File: config.mk
export PLATFORM = sky130hd
export DESIGN_NAME = state_mem_sequencer
export DESIGN_NICKNAME = d
export VERILOG_FILES = /design/src/rtl/fpu_seq_pkg.sv /design/src/rtl/wb_word_decoder.sv /design/src/rtl/state_mem_sequencer.sv
export SDC_FILE = /design/constraint.sdc
export NUM_CORES = 1
export LEC_CHECK = 0
export CAP_MARGIN = 20
export CORE_MARGIN = 5
export CORE_UTILIZATION = 25
export DETAILED_ROUTE_END_ITERATION = 8
export PLACE_DENSITY_LB_ADDON = 0.05
export SYNTH_ARGS = -nofsm -noshare
export SYNTH_HDL_FRONTEND = slang
export SYNTH_SLANG_ARGS = --single-unit
File: constraint.sdc
create_clock -name clk -period 1.8 [get_ports clk]
set_clock_uncertainty 0.1 [all_clocks]
set_input_delay 0.36 -clock clk [delete_from_list [all_inputs] [get_ports clk]]
set_output_delay 0.36 -clock clk [all_outputs]
set_load 0.005 [all_outputs]
File: src/rtl/fpu_seq_pkg.sv
// Shared types and helpers for the state-memory sequencer: opcodes, FSM states,
// and the mapping from opcode to the enable-word bit that selects its write source.
package fpu_seq_pkg;

    typedef enum logic [2:0] {
        OP_ADD  = 3'd0,
        OP_SUB  = 3'd1,
        OP_MUL  = 3'd2,
        OP_MOV  = 3'd3,
        OP_NEG  = 3'd4,
        OP_ABS  = 3'd5,
        OP_IMM  = 3'd6,
        OP_LOAD = 3'd7
    } op_t;

    typedef enum logic [1:0] {
        ST_IDLE   = 2'd0,
        ST_ISSUE  = 2'd1,
        ST_WAIT   = 2'd2,
        ST_COMMIT = 2'd3
    } state_t;

    localparam int SRAM_BIT = 6;
    localparam int IMM_BIT  = 7;

    // ADD..ABS map straight onto bits 0-5; IMM and LOAD swap relative to opcode order.
    function automatic logic [2:0] srcbit(input op_t op);
        case (op)
            OP_IMM:  srcbit = 3'(IMM_BIT);
            OP_LOAD: srcbit = 3'(SRAM_BIT);
            default: srcbit = 3'(op);
        endcase
    endfunction

    function automatic logic is_fpu_op(input op_t op);
        is_fpu_op = (op == OP_ADD) || (op == OP_SUB) || (op == OP_MUL);
    endfunction

endpackage

File: src/rtl/wb_word_decoder.sv
// Turns (dest, op, commit) into the flattened per-register enable vector;
// at most one bit of the whole vector is ever set.
module wb_word_decoder
    import fpu_seq_pkg::*;
#(
    parameter int NREG = 16
) (
    input  logic [$clog2(NREG)-1:0] dest,
    input  op_t                     op,
    input  logic                    commit,
    output logic [8*NREG-1:0]       en_word
);

    localparam int IW = $clog2(NREG);

    logic [7:0] sel_word;
    assign sel_word = 8'b1 << srcbit(op);

    generate
        for (genvar gi = 0; gi < NREG; gi++) begin : g_reg
            assign en_word[8*gi +: 8] = (commit && (dest == IW'(gi))) ? sel_word : 8'b0;
        end
    endgenerate

endmodule

File: src/rtl/state_mem_sequencer.sv
// Command sequencer around the FPU and the state memory. Optional perf counters
// (perf_ops, perf_errs) are built when SEQ_PERF_CNT_EN is defined.
module state_mem_sequencer
    import fpu_seq_pkg::*;
#(
    parameter int NREG    = 16,
    parameter int TIMEOUT = 64,
    parameter int TW      = 7
) (
    input  logic                    clk,
    input  logic                    n_rst,
    input  logic                    cmd_valid,
    output logic                    cmd_ready,
    input  logic [2:0]              cmd_op,
    input  logic [$clog2(NREG)-1:0] cmd_dest,
    input  logic [$clog2(NREG)-1:0] cmd_src1,
    input  logic [$clog2(NREG)-1:0] cmd_src2,
    output logic [$clog2(NREG)-1:0] src1_sel,
    output logic [$clog2(NREG)-1:0] src2_sel,
    output logic                    fpu_start,
    input  logic                    fpu_done,
    output logic [8*NREG-1:0]       en_word,
    output logic                    busy,
    output logic                    op_done,
`ifdef SEQ_PERF_CNT_EN
    output logic [15:0]             perf_ops,
    output logic [7:0]              perf_errs,
`endif
    output logic                    op_err
);

    localparam int IW = $clog2(NREG);

    state_t         state_reg, state_next;
    op_t            op_reg;
    logic [IW-1:0]  dest_reg;
    logic [IW-1:0]  src1_reg, src2_reg;
    logic [TW-1:0]  cnt_reg, cnt_next;
    logic           err_reg, err_next;
    logic           accept;

    assign accept = cmd_valid && (state_reg == ST_IDLE);

    always_ff @(posedge clk or negedge n_rst) begin
        if (!n_rst) begin
            state_reg <= ST_IDLE;
            cnt_reg   <= '0;
            err_reg   <= 1'b0;
            op_reg    <= OP_ADD;
            dest_reg  <= '0;
            src1_reg  <= '0;
            src2_reg  <= '0;
        end else begin
            state_reg <= state_next;
            cnt_reg   <= cnt_next;
            err_reg   <= err_next;
            // Operand selects stay put until the next accepted command.
            if (accept) begin
                op_reg   <= op_t'(cmd_op);
                dest_reg <= cmd_dest;
                src1_reg <= cmd_src1;
                src2_reg <= cmd_src2;
            end
        end
    end

    always_comb begin
        state_next = state_reg;
        cnt_next   = cnt_reg;
        err_next   = 1'b0;
        case (state_reg)
            ST_IDLE: begin
                if (accept) begin
                    state_next = is_fpu_op(op_t'(cmd_op)) ? ST_ISSUE : ST_COMMIT;
                end
            end
            ST_ISSUE: begin
                cnt_next   = '0;
                state_next = ST_WAIT;
            end
            ST_WAIT: begin
                cnt_next = cnt_reg + TW'(1);
                // A result arriving on the last allowed cycle still commits.
                if (fpu_done) begin
                    state_next = ST_COMMIT;
                end else if (cnt_reg == TW'(TIMEOUT - 1)) begin
                    err_next   = 1'b1;
                    state_next = ST_IDLE;
                end
            end
            ST_COMMIT: begin
                state_next = ST_IDLE;
            end
            default: begin
                state_next = ST_IDLE;
            end
        endcase
    end

    assign cmd_ready = (state_reg == ST_IDLE);
    assign busy      = (state_reg != ST_IDLE);
    assign fpu_start = (state_reg == ST_ISSUE);
    assign op_done   = (state_reg == ST_COMMIT);
    assign op_err    = err_reg;
    assign src1_sel  = src1_reg;
    assign src2_sel  = src2_reg;

    wb_word_decoder #(
        .NREG (NREG)
    ) u_decoder (
        .dest    (dest_reg),
        .op      (op_reg),
        .commit  (op_done),
        .en_word (en_word)
    );

`ifdef SEQ_PERF_CNT_EN
    logic [15:0] perf_ops_reg;
    logic [7:0]  perf_errs_reg;

    always_ff @(posedge clk or negedge n_rst) begin
        if (!n_rst) begin
            perf_ops_reg  <= '0;
            perf_errs_reg <= '0;
        end else begin
            if (op_done && (perf_ops_reg != 16'hFFFF)) begin
                perf_ops_reg <= perf_ops_reg + 16'd1;
            end
            if (op_err && (perf_errs_reg != 8'hFF)) begin
                perf_errs_reg <= perf_errs_reg + 8'd1;
            end
        end
    end

    assign perf_ops  = perf_ops_reg;
    assign perf_errs = perf_errs_reg;
`endif

endmodule

# Yosys cells after proc, flatten, opt, wreduce, memory -nomap -nowiden
# Cells that the tools add are included.
[totals] wordCells=85 regBits=25 output_inout_bits=141 input_bits=19
[op_classes] muxes=26 add_sub_neg=1 n_reduce_logical=25 n_eq_ne=25 shift=1
[ops] op="2-to-1 mux 8 bit" count=16
[ops] op="== test 4 bit, second input constant" count=8
[ops] op="logical AND 1 bit" count=17
[ops] op="== test 4 x 3 -> 1 bit, second input constant" count=4
[ops] op="case mux 7 bit (2 select lines)" count=1
[ops] op="== test 4 x 2 -> 1 bit, second input constant" count=2
[ops] op="2-to-1 mux 2 bit" count=4
[ops] op="case mux 2 bit (4 select lines)" count=1
[ops] op="<< shifter 1 x 3 -> 8 bit, first input constant" count=1
[ops] op="adder 7 x 1 -> 7 bit, second input constant" count=1
[ops] op="== test 7 x 6 -> 1 bit, second input constant" count=1
[ops] op="== test 3 bit, second input constant" count=2
[ops] op="case mux 3 bit (2 select lines)" count=1
[ops] op="== test 2 bit, second input constant" count=2
[ops] op="== test 4 x 1 -> 1 bit, second input constant" count=1
[ops] op="zero test 4 bit" count=1
[ops] op="nonzero test 2 bit" count=2
[ops] op="== test 3 x 1 -> 1 bit, second input constant" count=1
[ops] op="== test 3 x 2 -> 1 bit, second input constant" count=1
[ops] op="zero test 3 bit" count=1
[ops] op="2-to-1 mux 1 bit" count=3
[ops] op="inequality test 3 bit, second input constant" count=1
[ops] op="== test 2 x 1 -> 1 bit, second input constant" count=1
[ops] op="zero test 2 bit" count=1
[ops] op="other kinds (3)" count=4

# Longest topological paths before layout
[depth] ltp_word=6 depth_mapped=7

# Modules after synthesis
# From an unflattened synthesis, not the netlist that was laid out.
[unflattened] hier_cells=300 area_unflattened_um2=2288.4
[by_module_without_submodules] mod="state_mem_sequencer" area_per_inst_um2=1177.4 n_inst=1 cells_each=96
[by_module_without_submodules] mod="wb_word_decoder" area_per_inst_um2=1111.1 n_inst=1 cells_each=204

# Worst setup path after synthesis
# Ideal clock, no wire load.
[synth_path] path_kind="reg2out" startpoint="register state_reg[0]" endpoint="output en_word[31]" stages_incl_launch_ff=5 arrival_ns=1.367 setup_slack_ns=-0.027 path_buffers=0 path_cell_list="dfrtp_1 -> ha_1 -> nor3b_1 -> nand3_1 -> nor2_1"
[synth_between] elab_chain_cells=3
[synth_rtl] item="start: declaration" line_no="state_mem_sequencer.sv:34" text="state_t state_reg, state_next;"
[synth_rtl] item="start signal: assignment" line_no="state_mem_sequencer.sv:54" text="state_reg <= state_next;"
[synth_rtl] item="== test 2 bit" line_no="state_mem_sequencer.sv:103" text="assign op_done = (state_reg == ST_COMMIT);"
[synth_rtl] item="named net op_done" line_no="state_mem_sequencer.sv:24" text="output logic op_done,"
[synth_rtl] item="logical AND 1 bit" line_no="wb_word_decoder.sv:21" text="assign en_word[8*gi +: 8] = (commit && (dest == IW'(gi))) ? sel_word : 8'b0;"
[synth_rtl] item="2-to-1 mux 8 bit" line_no="wb_word_decoder.sv:21"
[synth_rtl] item="end: declaration" line_no="state_mem_sequencer.sv:22" text="output logic [8*NREG-1:0] en_word,"
# The timed path passes the listed nets, and every way through them passes these cells.

# Worst setup path after layout
[layout_path] startpoint="register state_reg[0]" endpoint="output en_word[23]"
[layout_between] elab_chain_cells=3
[layout_rtl] item="== test 2 bit" line_no="state_mem_sequencer.sv:103"
[layout_rtl] item="logical AND 1 bit" line_no="wb_word_decoder.sv:21"
[layout_rtl] item="2-to-1 mux 8 bit" line_no="wb_word_decoder.sv:21"
# Every way passes these cells.

==> run summary <==
TritonCTS clock tree: yes
Clk Latency, worst-skew pair: 0.26 ns
Remaining DRCs: 0
Vias in the first global route: 2707
Min-delay worst type: input pin to async pin
CTS Sinks: 25
Drt first pass iters: 4
Synthesized area: 1920 µm²
Max Slew Vio Count: 0
Warnings, synthesis: 0
Vias per cell: 4.62
Grt met2 use: 0.349
IO Count: 160
Initial antenna violation count: 0
Final ANT Viol Nets: 0
Top Usage Layer GRT: met2
Clk slew on worst S/H paths: 0.08 ns
Flip-flop and latch count after synthesis: 25
Global placer's final weighted congestion: 0.800
Fin crit period: 2.17 ns
Sequential power share: 0.197
Avg WL per Cell: 17.0 µm
Overall Global Routing Usage: 0.198
Final worst slack: -0.369 ns
Layout cells sized above 1: 0.678
Diodes inserted: 0
Worst-Margin Slew: 0.350 ns
DRT iter0 DRCs: 89
Number of hold buffers added after CTS: 0
LEAKAGE: 2.13 nW
Yosys cell types: 28
Fin. Hold Viols: 0
Power Density: 1110 nW/µm²
Die extent in y: 97.5 µm
Crit path DAT: 1.71 ns
Vias: 2823
Longest Clk Path Bufs: 2
Starting density of the core: 0.252
First-pass GRT wire length: 15.4 mm
CTS Buf Count: 3
Routed Wire Length: 10.4 mm
Syn-to-layout area delta: 142%
Clk pwr share: 0.063
GR Util met3: 0.0510
Largest register FFs: 7
Sequential area share after synthesis: 0.327
Int Power: 2.90 mW
Maximum vdd drop: 0.00105 V
Crit. End Element: output pin
Status: finished, violations left
Syn_nets: 300
Num rows: 32
Crit Path Category: register to output pin
Net count, final: 535
Final setup viols: 128
RSZ-0062 raised after global routing: yes
Final total power: 5.14 mW
Fin crit share: 1.21
Maxcap violations: 0
Failing checks: negative setup slack
Core region area: 7610 µm²
Crit start category: register
Pin count of the biggest net entering global routing: 26
Commonest non-fill, non-tap cells in the layout: buf_2, buf_6, nor2_1, nor2_2, nor2_4
Slew margin rel.: 0.766
Placed Instances: 549
Combinational group share of total power: 0.741
Commonest non-fill, non-tap cell in the layout: buf_2
Post-synthesis area per instance: 6.97 µm²
Die area: 9510 µm²
H-tree depth: 1
Crit path required time: 1.34 ns
Max Clock Freq: 461 MHz
Met1 GRT Util: 0.241
Core Util, Final: 0.610
Post-Synthesis Cells: 275
Gr ovfl total: 0
Switching share of power: 0.435
Non-Filler Instances: 611
Detailed-placement wirelength estimate: 6.99 mm
NetSw: 2.24 mW
Port bufs: 159
Root buf cell: clkbuf_8
Die W: 97.5 µm
CP Max Fanout: 6
==> critical path: stages (launching register included) <==
cell,delay (ns)
dfrtp_1,0.40
ha_4,0.17
nor3b_4,0.27
buf_4,0.19
nand2_8,0.07
buf_6,0.12
nor2_1,0.09
buf_2,0.13
==> path summary, 6_finish.rpt <==
kind	from	to	slack, ns	depth (start not counted)
max in group asynchronous	n_rst	dest_reg[0]$_DFFE_PN0P_	0.98	2
min in group clk	cnt_reg[0]$_DFFE_PN0P_	cnt_reg[0]$_DFFE_PN0P_	0.40	1
max reg2reg	state_reg[0]$_DFFE_PN0P_	state_reg[1]$_DFFE_PN0P_	0.08	7
min reg2reg	cnt_reg[0]$_DFFE_PN0P_	cnt_reg[0]$_DFFE_PN0P_	0.40	1
min	n_rst	cnt_reg[4]$_DFFE_PN0P_	0.35	2
max	state_reg[0]$_DFFE_PN0P_	en_word[23]	-0.37	7
==> power groups by stage <==
stage / clock network (mW) / registers [mW] / logic, mW
2_1_floorplan: 0 / 0.937 / 1.27
3_3_place_gp: 0 / 0.966 / 2.20
3_5_place_dp: 0 / 0.976 / 2.22
4_1_cts: 0.343 / 1.00 / 3.17
5_1_grt: 0.363 / 1.05 / 4.07
6_report: 0.322 / 1.01 / 3.81
==> layout make-up <==
class | instances | area (µm²)
Sequential cell | 25 | 632
Inverter | 6 | 25.0
Fill cell | 648 | 2970
Clock buffer | 4 | 45.0
Multi-Input combinational cell | 227 | 1720
Tap cell | 102 | 128
Timing Repair Buffer | 247 | 2090
==> routing by layer <==
| layer | share of wire | routed length [µm] | vias to the layer above |
|---|---|---|---|
| li1 | - | - | 1349 |
| met1 | 0.41 | 4240 | 1346 |
| met2 | 0.50 | 5250 | 113 |
| met3 | 0.068 | 710 | 15 |
| met4 | 0.019 | 201 | 0 |
| met5 | 0 | 0 | - |
==> repair_timing <==
| action | in CTS | in global routing |
|---|---|---|
| setup buffers | 48 | 10 |
| gates resized for setup | 623 | 147 |
| endpoints found under the setup margin | 132 | 146 |
| pin swaps | 68 | 29 |
| cloned | 1 | 1 |
==> cell usage after synthesis <==
cell / count / share of area
a211oi_1: 1 / 0.0039
a21o_1: 2 / 0.0078
a21oi_1: 2 / 0.0052
and3_1: 2 / 0.0065
and3b_1: 1 / 0.0046
buf_2: 2 / 0.0052
buf_6: 8 / 0.047
clkbuf_1: 7 / 0.014
dfrtp_1: 25 / 0.33
ha_1: 6 / 0.039
inv_1: 6 / 0.012
mux2_2: 16 / 0.094
mux2i_1: 1 / 0.0052
nand2_1: 23 / 0.045
nand2b_1: 3 / 0.0098
nand3_1: 10 / 0.026
nand3b_1: 3 / 0.012
nand4_1: 1 / 0.0033
nor2_1: 132 / 0.26
nor2_2: 1 / 0.0033
nor2b_1: 3 / 0.0098
nor3_1: 6 / 0.016
nor3b_1: 1 / 0.0039
o21ai_0: 7 / 0.018
o221ai_1: 1 / 0.0046
o22ai_1: 1 / 0.0033
or3_1: 2 / 0.0065
or3b_1: 2 / 0.0091
==> per-stage QoR <==
| stage | hold WS, ns | instance area (µm²) | worst slack, ns | setup TNS [ns] |
|---|---|---|---|---|
| floorplan | -0.0356 | 1920 | 0.102 | 0 |
| detailed placement | 0.394 | 3780 | -0.450 | -47.05 |
| CTS | 0.367 | 3950 | -0.325 | -30.46 |
| finish | 0.348 | 4640 | -0.369 | -33.50 |
| global route | 0.403 | 4640 | -0.443 | -43.71 |
| global placement | 0.387 | 3780 | -0.419 | -43.53 |
==> cells by family after synthesis <==
family                   share of synthesized area
buffers and inverters                       0.0777
flip-flops                                   0.327
AO/OA/AOI/OAI                               0.0431
multiplexers                                0.0993
adder cells (fa/ha/maj)                     0.0392
AND/OR/NAND/NOR                              0.414
Note: power is estimated with default switching activity, not from simulation.
